## config.mk

```make
export PLATFORM = sky130hd
export DESIGN_NAME = vga_scan_controller
export DESIGN_NICKNAME = d
export VERILOG_FILES = /design/src/rtl/vga_pkg.sv /design/src/rtl/vga_timing_gen.sv /design/src/rtl/vga_scan_controller.sv
export SDC_FILE = /design/constraint.sdc
export NUM_CORES = 1
export LEC_CHECK = 0
export ABC_AREA = 0
export BUFFER_PORTS_ARGS = -buffer_cell sky130_fd_sc_hd__buf_2
export CAP_MARGIN = 20
export CORE_AREA = 2 2 106 108
export CTS_CLUSTER_SIZE = 14
export DETAILED_ROUTE_END_ITERATION = 7
export DIE_AREA = 0 0 108 110
export PLACE_DENSITY = 0.6
export SKIP_LAST_GASP = 1
export SLEW_MARGIN = 5
export SYNTH_ARGS = -nofsm -noshare
export SYNTH_HDL_FRONTEND = slang
export SYNTH_HIERARCHICAL = 1
export SYNTH_SLANG_ARGS = --single-unit
export TNS_END_PERCENT = 30
```

## constraint.sdc

```tcl
create_clock -name iVGA_CLK -period 3.9 [get_ports iVGA_CLK]
set_clock_uncertainty 0.1 [all_clocks]
set_input_delay 0.585 -clock iVGA_CLK [delete_from_list [all_inputs] [get_ports iVGA_CLK]]
set_output_delay 0.585 -clock iVGA_CLK [all_outputs]
set_load 0.05 [all_outputs]
```

## src/rtl/vga_pkg.sv

```systemverilog
// vga_pkg
// Shared definitions for the VGA scan controller:
//   - vga_timing_t and standard timing sets (640x480@60, 800x600@60)
//   - cnt_w / line_w: counter and line-number width helpers
//   - pack_rgb: packs per-channel on/off flags into full-scale {R,G,B}
//   - bar_mask: colour-bar table for the test pattern
// No ports (package).
package vga_pkg;

  typedef struct packed {
    int h_active;
    int h_fp;
    int h_sync;
    int h_bp;
    int v_active;
    int v_fp;
    int v_sync;
    int v_bp;
  } vga_timing_t;

  localparam vga_timing_t VGA_640X480_60 = '{640, 16, 96, 48, 480, 10, 2, 33};
  localparam vga_timing_t VGA_800X600_60 = '{800, 40, 128, 88, 600, 1, 4, 23};

  // Widest colour channel the packing helper supports.
  localparam int MAX_COLOR_W = 16;

  // Bits needed to count 0..total-1 (at least one bit).
  function automatic int cnt_w(input int total);
    return (total > 1) ? $clog2(total) : 1;
  endfunction

  // Line-number output is at least 10 bits wide for compatibility with the
  // fixed 640x480 controller, wider only when the frame needs it.
  function automatic int line_w(input int v_total);
    return (cnt_w(v_total) > 10) ? cnt_w(v_total) : 10;
  endfunction

  // Expands {r,g,b} on/off flags to full-scale channels of width color_w,
  // returned in the low 3*color_w bits as {R,G,B}.
  function automatic logic [3*MAX_COLOR_W-1:0] pack_rgb(input logic [2:0] mask,
                                                          input int color_w);
    logic [3*MAX_COLOR_W-1:0] res;
    res = '0;
    for (int c = 0; c < 3; c++) begin
      for (int b = 0; b < MAX_COLOR_W; b++) begin
        if (b < color_w) res[c*color_w + b] = mask[c];
      end
    end
    return res;
  endfunction

  // Colour-bar table as {r,g,b} on/off flags, left to right:
  // white, yellow, cyan, green, magenta, red, blue, black.
  function automatic logic [2:0] bar_mask(input logic [2:0] idx);
    logic [2:0] m;
    case (idx)
      3'd0:    m = 3'b111;
      3'd1:    m = 3'b110;
      3'd2:    m = 3'b011;
      3'd3:    m = 3'b010;
      3'd4:    m = 3'b101;
      3'd5:    m = 3'b100;
      3'd6:    m = 3'b001;
      default: m = 3'b000;
    endcase
    return m;
  endfunction

endpackage

```

## src/rtl/vga_timing_gen.sv

```systemverilog
// vga_timing_gen
// Horizontal/vertical scan counters and the stage-0 flags derived from them.
// Ports:
//   clk_i          pixel clock
//   srst_i         synchronous active-high reset (counters to 0,0)
//   h_o, v_o       current horizontal / vertical position
//   active_o       position is inside the visible area
//   hs_act_o       position is inside the horizontal sync pulse
//   vs_act_o       line is inside the vertical sync pulse
//   frame_start_o  position is (0,0)
module vga_timing_gen
  import vga_pkg::*;
#(
  parameter int H_ACTIVE = 640,
  parameter int H_FP     = 16,
  parameter int H_SYNC   = 96,
  parameter int H_BP     = 48,
  parameter int V_ACTIVE = 480,
  parameter int V_FP     = 10,
  parameter int V_SYNC   = 2,
  parameter int V_BP     = 33,
  localparam int H_TOTAL = H_ACTIVE + H_FP + H_SYNC + H_BP,
  localparam int V_TOTAL = V_ACTIVE + V_FP + V_SYNC + V_BP,
  localparam int H_W     = cnt_w(H_TOTAL),
  localparam int V_W     = cnt_w(V_TOTAL)
) (
  input  logic           clk_i,
  input  logic           srst_i,
  output logic [H_W-1:0] h_o,
  output logic [V_W-1:0] v_o,
  output logic           active_o,
  output logic           hs_act_o,
  output logic           vs_act_o,
  output logic           frame_start_o
);

  localparam int HW1 = H_W + 1;
  localparam int VW1 = V_W + 1;

  localparam logic [H_W-1:0] H_LAST = H_W'(H_TOTAL - 1);
  localparam logic [V_W-1:0] V_LAST = V_W'(V_TOTAL - 1);

  // Thresholds carry one extra bit: the sync end can equal the total, which
  // does not fit the counter width when the total is a power of two.
  localparam logic [H_W:0] HA_X  = HW1'(H_ACTIVE);
  localparam logic [H_W:0] HS0_X = HW1'(H_ACTIVE + H_FP);
  localparam logic [H_W:0] HS1_X = HW1'(H_ACTIVE + H_FP + H_SYNC);
  localparam logic [V_W:0] VA_X  = VW1'(V_ACTIVE);
  localparam logic [V_W:0] VS0_X = VW1'(V_ACTIVE + V_FP);
  localparam logic [V_W:0] VS1_X = VW1'(V_ACTIVE + V_FP + V_SYNC);

  logic [H_W-1:0] h_q, h_d;
  logic [V_W-1:0] v_q, v_d;
  logic [H_W:0]   h_x;
  logic [V_W:0]   v_x;

  always_comb begin
    h_d = h_q + H_W'(1);
    v_d = v_q;
    if (h_q == H_LAST) begin
      h_d = '0;
      v_d = (v_q == V_LAST) ? '0 : v_q + V_W'(1);
    end
  end

  always_ff @(posedge clk_i) begin
    if (srst_i) begin
      h_q <= '0;
      v_q <= '0;
    end else begin
      h_q <= h_d;
      v_q <= v_d;
    end
  end

  assign h_x = {1'b0, h_q};
  assign v_x = {1'b0, v_q};

  assign h_o           = h_q;
  assign v_o           = v_q;
  assign active_o      = (h_x < HA_X) && (v_x < VA_X);
  assign hs_act_o      = (h_x >= HS0_X) && (h_x < HS1_X);
  assign vs_act_o      = (v_x >= VS0_X) && (v_x < VS1_X);
  assign frame_start_o = (h_q == '0) && (v_q == '0);

endmodule

```

## src/rtl/vga_scan_controller.sv

```systemverilog
// vga_scan_controller
// Parametrised VGA scan controller: generates sync/blank from configurable
// timing, issues frame-buffer read addresses (with 2^SCALE_SHIFT pixel
// replication), and realigns the returned pixel data so sync, blank and
// colour leave the block together, RD_LAT+2 clocks after the scan counters.
// Optional build macro: VGA_TEST_PATTERN_EN adds input iTEST, which replaces
// iRGB with eight full-scale vertical colour bars.
// Ports:
//   iVGA_CLK      pixel clock
//   iRST          synchronous active-high reset
//   oADDR         frame-buffer read address (0 outside the visible area)
//   iRGB          pixel data {R,G,B}, valid RD_LAT clocks after oADDR
//   iTEST         (VGA_TEST_PATTERN_EN only) select colour-bar pattern
//   oHS, oVS      sync outputs, active level HS_POL / VS_POL
//   oBLANK_n      high during visible pixels
//   oR, oG, oB    colour, 0 when blanked
//   oFRAME_START  one-clock pulse with output pixel (0,0)
//   oLINE         line number of the pixel currently on the outputs
module vga_scan_controller
  import vga_pkg::*;
#(
  parameter int   H_ACTIVE    = 640,
  parameter int   H_FP        = 16,
  parameter int   H_SYNC      = 96,
  parameter int   H_BP        = 48,
  parameter int   V_ACTIVE    = 480,
  parameter int   V_FP        = 10,
  parameter int   V_SYNC      = 2,
  parameter int   V_BP        = 33,
  parameter logic HS_POL      = 1'b0,
  parameter logic VS_POL      = 1'b0,
  parameter int   COLOR_W     = 8,
  parameter int   ADDR_W      = 19,
  parameter int   SCALE_SHIFT = 0,
  parameter int   RD_LAT      = 1,
  localparam int  V_TOTAL     = V_ACTIVE + V_FP + V_SYNC + V_BP,
  localparam int  LINE_W      = line_w(V_TOTAL)
) (
  input  logic                 iVGA_CLK,
  input  logic                 iRST,
  output logic [ADDR_W-1:0]    oADDR,
  input  logic [3*COLOR_W-1:0] iRGB,
`ifdef VGA_TEST_PATTERN_EN
  input  logic                 iTEST,
`endif
  output logic                 oHS,
  output logic                 oVS,
  output logic                 oBLANK_n,
  output logic [COLOR_W-1:0]   oR,
  output logic [COLOR_W-1:0]   oG,
  output logic [COLOR_W-1:0]   oB,
  output logic                 oFRAME_START,
  output logic [LINE_W-1:0]    oLINE
);

  localparam int H_TOTAL = H_ACTIVE + H_FP + H_SYNC + H_BP;
  localparam int H_W     = cnt_w(H_TOTAL);
  localparam int V_W     = cnt_w(V_TOTAL);
  localparam int PIPE    = RD_LAT + 2;
  localparam int SCALE   = 1 << SCALE_SHIFT;

  // ---------------------------------------------------------------- checks
  if ((H_ACTIVE % SCALE) != 0 || (V_ACTIVE % SCALE) != 0) begin : g_err_scale
    $error("H_ACTIVE and V_ACTIVE must be multiples of 2^SCALE_SHIFT");
  end
  if (RD_LAT < 1) begin : g_err_lat
    $error("RD_LAT must be at least 1");
  end
  if (ADDR_W < 1 || ADDR_W > 32) begin : g_err_aw
    $error("ADDR_W must be in 1..32");
  end
  if ((longint'(V_ACTIVE / SCALE) * longint'(H_ACTIVE / SCALE)) >
      (longint'(1) << ADDR_W)) begin : g_err_fit
    $error("scaled frame does not fit in ADDR_W address bits");
  end
  if (COLOR_W < 1 || COLOR_W > MAX_COLOR_W) begin : g_err_cw
    $error("COLOR_W out of supported range");
  end

  // --------------------------------------------------------------- stage 0
  logic [H_W-1:0] h_s0;
  logic [V_W-1:0] v_s0;
  logic           active_s0;
  logic           hs_s0;
  logic           vs_s0;
  logic           fs_s0;

  vga_timing_gen #(
    .H_ACTIVE (H_ACTIVE),
    .H_FP     (H_FP),
    .H_SYNC   (H_SYNC),
    .H_BP     (H_BP),
    .V_ACTIVE (V_ACTIVE),
    .V_FP     (V_FP),
    .V_SYNC   (V_SYNC),
    .V_BP     (V_BP)
  ) u_timing (
    .clk_i         (iVGA_CLK),
    .srst_i        (iRST),
    .h_o           (h_s0),
    .v_o           (v_s0),
    .active_o      (active_s0),
    .hs_act_o      (hs_s0),
    .vs_act_o      (vs_s0),
    .frame_start_o (fs_s0)
  );

  // ------------------------------------------------------- address stage
  logic [ADDR_W-1:0] addr_q, addr_d;

  always_comb begin
    addr_d = '0;
    if (active_s0) begin
      addr_d = ADDR_W'(32'(v_s0 >> SCALE_SHIFT) * 32'(H_ACTIVE >> SCALE_SHIFT)
                       + 32'(h_s0 >> SCALE_SHIFT));
    end
  end

  always_ff @(posedge iVGA_CLK) begin
    if (iRST) addr_q <= '0;
    else      addr_q <= addr_d;
  end

  assign oADDR = addr_q;

  // ------------------------------------------------------------ delay line
  // Entry k holds the stage-0 flags from k+1 clocks ago. Entry PIPE-1 drives
  // the pins; entry PIPE-2 lines up with iRGB for the colour register.
  logic [PIPE-1:0]   act_q, hs_q, vs_q, fs_q;
  logic [LINE_W-1:0] line_q [PIPE];
  logic [LINE_W-1:0] line_d [PIPE];

  always_ff @(posedge iVGA_CLK) begin
    if (iRST) begin
      act_q <= '0;
      hs_q  <= '0;
      vs_q  <= '0;
      fs_q  <= '0;
    end else begin
      act_q <= {act_q[PIPE-2:0], active_s0};
      hs_q  <= {hs_q[PIPE-2:0],  hs_s0};
      vs_q  <= {vs_q[PIPE-2:0],  vs_s0};
      fs_q  <= {fs_q[PIPE-2:0],  fs_s0};
    end
  end

  for (genvar gi = 0; gi < PIPE; gi++) begin : g_line
    if (gi == 0) begin : g_head
      assign line_d[gi] = LINE_W'(v_s0);
    end else begin : g_tail
      assign line_d[gi] = line_q[gi-1];
    end
  end

  always_ff @(posedge iVGA_CLK) begin
    if (iRST) line_q <= '{default: '0};
    else      line_q <= line_d;
  end

`ifdef VGA_TEST_PATTERN_EN
  // Bar index only needs to reach the colour register, so this line is one
  // entry shorter than the flag pipe.
  logic [2:0] bar_s0;
  logic [2:0] bar_q [PIPE-1];
  logic [2:0] bar_d [PIPE-1];
  logic [2:0] bar_m;

  // Values beyond the visible width are never used: the pixel is blanked.
  assign bar_s0 = 3'((32'(h_s0) * 32'd8) / 32'(H_ACTIVE));

  for (genvar gi = 0; gi < PIPE - 1; gi++) begin : g_bar
    if (gi == 0) begin : g_head
      assign bar_d[gi] = bar_s0;
    end else begin : g_tail
      assign bar_d[gi] = bar_q[gi-1];
    end
  end

  always_ff @(posedge iVGA_CLK) begin
    if (iRST) bar_q <= '{default: '0};
    else      bar_q <= bar_d;
  end

  assign bar_m = bar_mask(bar_q[PIPE-2]);
`endif

  // ---------------------------------------------------------- colour stage
  logic [3*COLOR_W-1:0] rgb_q, rgb_d;

  always_comb begin
    rgb_d = '0;
    if (act_q[PIPE-2]) begin
`ifdef VGA_TEST_PATTERN_EN
      if (iTEST) rgb_d = pack_rgb(bar_m, COLOR_W)[3*COLOR_W-1:0];
      else       rgb_d = iRGB;
`else
      rgb_d = iRGB;
`endif
    end
  end

  always_ff @(posedge iVGA_CLK) begin
    if (iRST) rgb_q <= '0;
    else      rgb_q <= rgb_d;
  end

  // --------------------------------------------------------------- outputs
  assign oHS          = hs_q[PIPE-1] ? HS_POL : ~HS_POL;
  assign oVS          = vs_q[PIPE-1] ? VS_POL : ~VS_POL;
  assign oBLANK_n     = act_q[PIPE-1];
  assign oFRAME_START = fs_q[PIPE-1];
  assign oLINE        = line_q[PIPE-1];
  assign {oR, oG, oB} = rgb_q;

endmodule

```

# Word level (Yosys, flattened, before mapping)

Index checks and enable logic that the tools add are counted.

Output and inout bits: 57
Word-level logic and storage cells: 37
Input bits: 26
Bits in registers: 105

Reduce and logical (&&, ||, !) cells: 9
Add/sub/neg operators: 3
Bitwise operators: 2
Multiplexer cells: 3
Multipliers: 1
Eq/ne operators: 2
Magnitude comparators: 6

Operator list:

| cell                                                                | number |
|---|---|
| adder 10 x 1 -> 10 bit (second input constant)                      | 2 |
| equality test 10 bit (second input constant)                        | 2 |
| logical NOT 10 bit                                                  | 2 |
| less-than comparator 10 bit (second input constant)                 | 2 |
| less-than comparator 10 x 9 -> 1 bit (second input constant)        | 2 |
| adder 19 x 10 -> 19 bit                                             | 1 |
| multiplier 10 x 3 -> 12 bit (second input constant)                 | 1 |
| greater-or-equal comparator 10 bit (second input constant)          | 1 |
| greater-or-equal comparator 10 x 9 -> 1 bit (second input constant) | 1 |
| 2-to-1 mux 10 bit                                                   | 1 |
| OR reduction 2 bit                                                  | 3 |
| logical AND 1 bit                                                   | 4 |
| 2-to-1 mux 1 bit                                                    | 2 |
| NOT 1 bit                                                           | 2 |

# Logic depth before layout (Yosys ltp)

Word-level depth: 4
Mapped depth: 10

# Cells and area by module

The synthesis kept the hierarchy.

By module, submodules not included:

| module              | instances | cells each | area each (µm²) |
|---|---|---|---|
| vga_scan_controller | 1         | 262        | 2967.8 |
| vga_timing_gen      | 1         | 128        | 1043.5 |

# Least setup slack after synthesis

OpenSTA, ideal clock, no wires.

Path kind: register to register
Start point: register u_timing.v_q[1], in the netlist u_timing/v_o[1]
End point: register addr_q[17], in the netlist oADDR[17]
Buffers on the path: 0
Arrival: 2357 ps
Clock period less this slack: 2585 ps
Stages on the path, launching flop included: 10
Library setup time: 128 ps
Slack: 1315 ps
Required time: 3672 ps
Path through: dfxtp_1 -> ha_1 -> ha_1 -> fa_1 -> a31o_1 -> xor2_2 -> nand3_2 -> nor4_2 -> xor2_1 -> nor2_1

Word-level cells in the longest chain between the ends: 4
Elaborated cells between the ends (all ways): 6
Classes of those cells: add/sub: 1; mul: 1; order compare: 1; bitwise: 1; reduce/logical: 2

RTL lines:

| element                                                         | RTL line                   | RTL |
|---|---|---|
| start: declaration                                              | vga_timing_gen.sv:53       | `logic [V_W-1:0] v_q, v_d;` |
| start signal: assignment                                        | vga_timing_gen.sv:72       | `v_q <= v_d;` |
| branches (longest 4 deep; another with adder 19 x 10 -> 19 bit) | n/a                        |  |
| end signal: assignment                                          | vga_scan_controller.sv:121 | `else addr_q <= addr_d;` |
| end: declaration                                                | vga_scan_controller.sv:109 | `logic [ADDR_W-1:0] addr_q, addr_d;` |

Parallel ways; which one is timed is not known.
A chain may end at the register's enable or synchronous reset.

# Final worst setup path

Start point: register u_timing.v_q[3], in the netlist u_timing/v_o[3]
End point: register addr_q[17], in the netlist oADDR[17]

The elaborated chain is that of the path after synthesis.

==> results.md <==
Yosys:
- The share of synthesized area in the top cell type comes to 0.524.
- The most used flip-flop cell after synthesis is sky130_fd_sc_hd__dfxtp_1.
- The number of instances in the synthesized netlist is 390.
- The post-synthesis area per instance is 10.3 um^2.
- In this run, synthesis inferred 0 flip-flops with an integrated enable.
- The number of unique standard cell types used by synthesis is 46.
- Ranked by total cell area, the synthesized netlist is headed by sky130_fd_sc_hd__dfxtp_1 52%, sky130_fd_sc_hd__ha_1 7.2%, sky130_fd_sc_hd__nor2b_1 6.7%, sky130_fd_sc_hd__and2_1 5.0%, sky130_fd_sc_hd__nor2_1 3.1%.
- Sorting the synthesized cells by how often they occur yields 105 x sky130_fd_sc_hd__dfxtp_1, 43 x sky130_fd_sc_hd__nor2b_1, 33 x sky130_fd_sc_hd__nor2_1.
- The cell with the most instances after synthesis is sky130_fd_sc_hd__dfxtp_1.
- The warning count from the yosys run is 6.
- Of the synthesized area, sequential elements account for 0.524.
- The synthesis-stage register bit count is 105.
- When the netlist entered floorplanning its net count stood at 441.
- The async set-or-reset flop fraction in the synthesized netlist is 0.
- Summed over all instances, the cell type with the most area after synthesis is sky130_fd_sc_hd__dfxtp_1.
- The mapped netlist covers 4010 um^2.

STA:
- The number of hold violations in the final report is 0.
- The worst hold slack is 0.325 ns.
- The final-report max-slew violation count is 0.
- Setup violations remaining at the end of the flow were counted as 0.
- In this run the tightest slew margin relative to its limit is 0.446.
- The setup TNS is 0 ns.
- For the pin with the worst max-slew slack, the measured transition is 0.831 ns.
- The minimum period implied by the final worst setup slack is 2.94 ns.
- Based on the critical path, the design can be clocked at up to 340 MHz.
- Setup repair after global routing left no endpoint under its margin.
- The final clock period utilization by the worst path is 0.754.

Clock tree:
- In this run the deepest clock path goes through 2 buffers.
- The number of post-CTS setup repair buffers is 0.
- The total CTS buffers is 9.
- Hold repair after CTS inserted 0 buffers.
- TritonCTS built the clock tree.
- The quantity of gates resized following cts is 0.
- The root buffer cell is sky130_fd_sc_hd__clkbuf_8.
- The latest clock arrival within the worst-skew pair is 0.35 ns.
- The clock-pin slew on the worst setup and hold paths is 0.10 ns.
- The clock tree synthesis step divided the H-tree into 3 levels.
- The number of sinks handled by clock tree synthesis is 105.

Drt:
- The remaining antenna violation count after routing is 0.
- The detailed router finished its first iteration with 145 violations.
- The sum of routed wire length over all layers is 7340 um.
- The final route contains 2782 vias.
- Dividing the detail-routed via count by the number of cells gives 4.52.
- The number of iterations in the first detailed-routing pass is 4.
- The mean routed wirelength per cell is 11.9 um.
- In the routed design, unresolved DRC markers number 0.

Critical path:
- The setup slack of the worst register-to-register path is 0.96 ns.
- STA classifies the critical path endpoint as a flip-flop.
- The endpoint of the worst setup timing path is oADDR[17].
- The start of the worst register-to-register path is u_timing/v_o[3].
- The start-to-end type of the worst setup path is flip-flop to flip-flop.
- Along the worst path, the maximum fanout reaches 10.
- The worst reg-to-reg path cell count is 9.
- The element type at the critical path start is a flip-flop.
- The data required time at the worst endpoint is 4.04 ns.
- The critical path starts at u_timing/v_o[3].
- For the worst setup path, the data arrival time is 3.08 ns.
- The endpoint of the worst-slack reg-to-reg timing path is oADDR[17].

Global routing:
- The initial antenna violation count is 0.
- The number of global-route vias before repair is 2578.
- The total track usage is 0.125.
- The largest net degree at the start of global routing is 49.
- Global routing finished with a remaining overflow of 0.
- The first global-routing pass estimated 11700 um of wire.

Power and ir drop:
- The areal power density over the cells is 380 nW/um^2.
- The leakage dissipation is 2.11 nW.
- The maximum VDD drop is 0.000191 V.

Die:
- The die area is 11900 um^2.
- The die outline height is 110 um.
- The I/O pin count is 83.
- The count of standard-cell rows is 38.
- The die is 108 um wide.
- For this configuration, the core starts out at a cell density of 0.375.
- The placeable core area is 10700 um^2.

Cells and area:
- The fill cell total of the finished layout is 1015.
- The growth of design area from synthesis to finish is 18.2%.
- The antenna diode count is 0.
- The fraction of layout cells with a size suffix above 1 is 0.248.
- The post-layout net count is 522.

Worst hold path:
- The class of the most critical hold timing path is input port to flip-flop.

Placed design:
- The number of buffers inserted by port buffering is 82.
- The final estimated routing congestion in global placement is 0.820.
- The detailed placement HPWL is 5390 um.

Flow run:
- The tool flagged a number of max-cap violations equal to 0.

Run status:
- The flow ran to the end, and the final reports show no timing, DRC or antenna violations.
per-stage QoR:
stage	instance area [um^2]	power [mW]	instances	utilization	worst slack [ns]
after floorplan	4010	1.18	390	-	1.31
after global placement	4540	1.20	599	0.424	1.11
after detailed placement	4550	1.21	600	0.425	0.996
after CTS	4740	1.82	616	0.443	0.972
after global routing	4740	1.88	616	0.443	0.762
final	4740	1.80	616	0.443	0.958
worst max-delay path, stage by stage (launching register included):
cell and delay [ns]:
sky130_fd_sc_hd__dfxtp_1 0.57, sky130_fd_sc_hd__ha_1 0.32, sky130_fd_sc_hd__ha_1 0.25, sky130_fd_sc_hd__fa_1 0.43
sky130_fd_sc_hd__xor2_1 0.28, sky130_fd_sc_hd__and2b_2 0.22, sky130_fd_sc_hd__nand3_2 0.12, sky130_fd_sc_hd__nor4_2 0.32
sky130_fd_sc_hd__xor2_1 0.18, sky130_fd_sc_hd__nor2_1 0.05
how the worst min path moves through the flow:
stage	startpoint	to	slack, ns	cells past startpoint
finish	iRGB[10]	rgb_q[10]	0.32	2
global route	iRGB[0]	rgb_q[0]	0.30	2
CTS	iRGB[10]	rgb_q[10]	0.30	2
detailed placement	line_d[11]	line_d[1]	0.32	1
global placement	act_q[0]	act_q[1]	0.32	1
floorplan	act_q[0]	act_q[1]	0.31	1
registers in the layout, indices dropped and copies added (netlist names):
name	cells
vs_q	3
rgb_q	24
u_timing/h_o	10
act_q	3
oLINE	10
oADDR	19
line_d	20
fs_q	3
u_timing/v_o	10
hs_q	3
layout make-up:
| cell class | count | area, um^2 | share of cell area |
|---|---|---|---|
| sequential | 105 | 2100 | 0.444 |
| multi-input combinational | 258 | 1800 | 0.379 |
| timing repair buffer | 84 | 429 | 0.0905 |
| tap | 140 | 175 | 0.0370 |
| clock buffer | 10 | 138 | 0.0290 |
| clock inverter | 6 | 50.0 | 0.0106 |
| inverter | 13 | 48.8 | 0.0103 |
power by group:
group,internal (mW),switching (mW)
Sequential,1.09,0.00644
Clock,0.258,0.364
Combinational,0.0274,0.0598
cells in the final DEF (no fill, tap or decap), types with 3 or more instances in the layout:
master,count
sky130_fd_sc_hd__a21o_1,3
sky130_fd_sc_hd__ha_1,23
sky130_fd_sc_hd__nand4_1,8
sky130_fd_sc_hd__a21oi_2,3
sky130_fd_sc_hd__nor2_1,33
sky130_fd_sc_hd__a21oi_1,10
sky130_fd_sc_hd__xnor2_1,11
sky130_fd_sc_hd__nor3_1,8
sky130_fd_sc_hd__buf_2,82
sky130_fd_sc_hd__nor4_1,4
sky130_fd_sc_hd__clkbuf_8,10
sky130_fd_sc_hd__xor2_1,14
sky130_fd_sc_hd__and2_1,32
sky130_fd_sc_hd__nand2_1,12
sky130_fd_sc_hd__o21ai_0,8
sky130_fd_sc_hd__or3_1,5
sky130_fd_sc_hd__dfxtp_1,105
sky130_fd_sc_hd__nand3_1,10
sky130_fd_sc_hd__nor2b_1,43
sky130_fd_sc_hd__inv_1,13
layer usage:
metal	vias to the layer above	part of all wire	wire, um	global-route usage
met1	1268	0.45	3290	0.151
met2	65	0.48	3560	0.211
met3	4	0.055	402	0.0288
li1	1445	-	-	-
met4	0	0.012	87	0.0632
met5	-	0	0	0
cell families (layout without fill, tap and decap cells):
kind of cell | count (synthesis) | after routing | synth area share
compound gates | 33 | 33 | 0.0555
xor+xnor | 27 | 27 | 0.0627
fa+ha+maj | 25 | 25 | 0.0817
buf+inv | 27 | 113 | 0.0281
flops | 105 | 105 | 0.524
simple gates | 173 | 173 | 0.248
(Power assumes the default switching activity.)
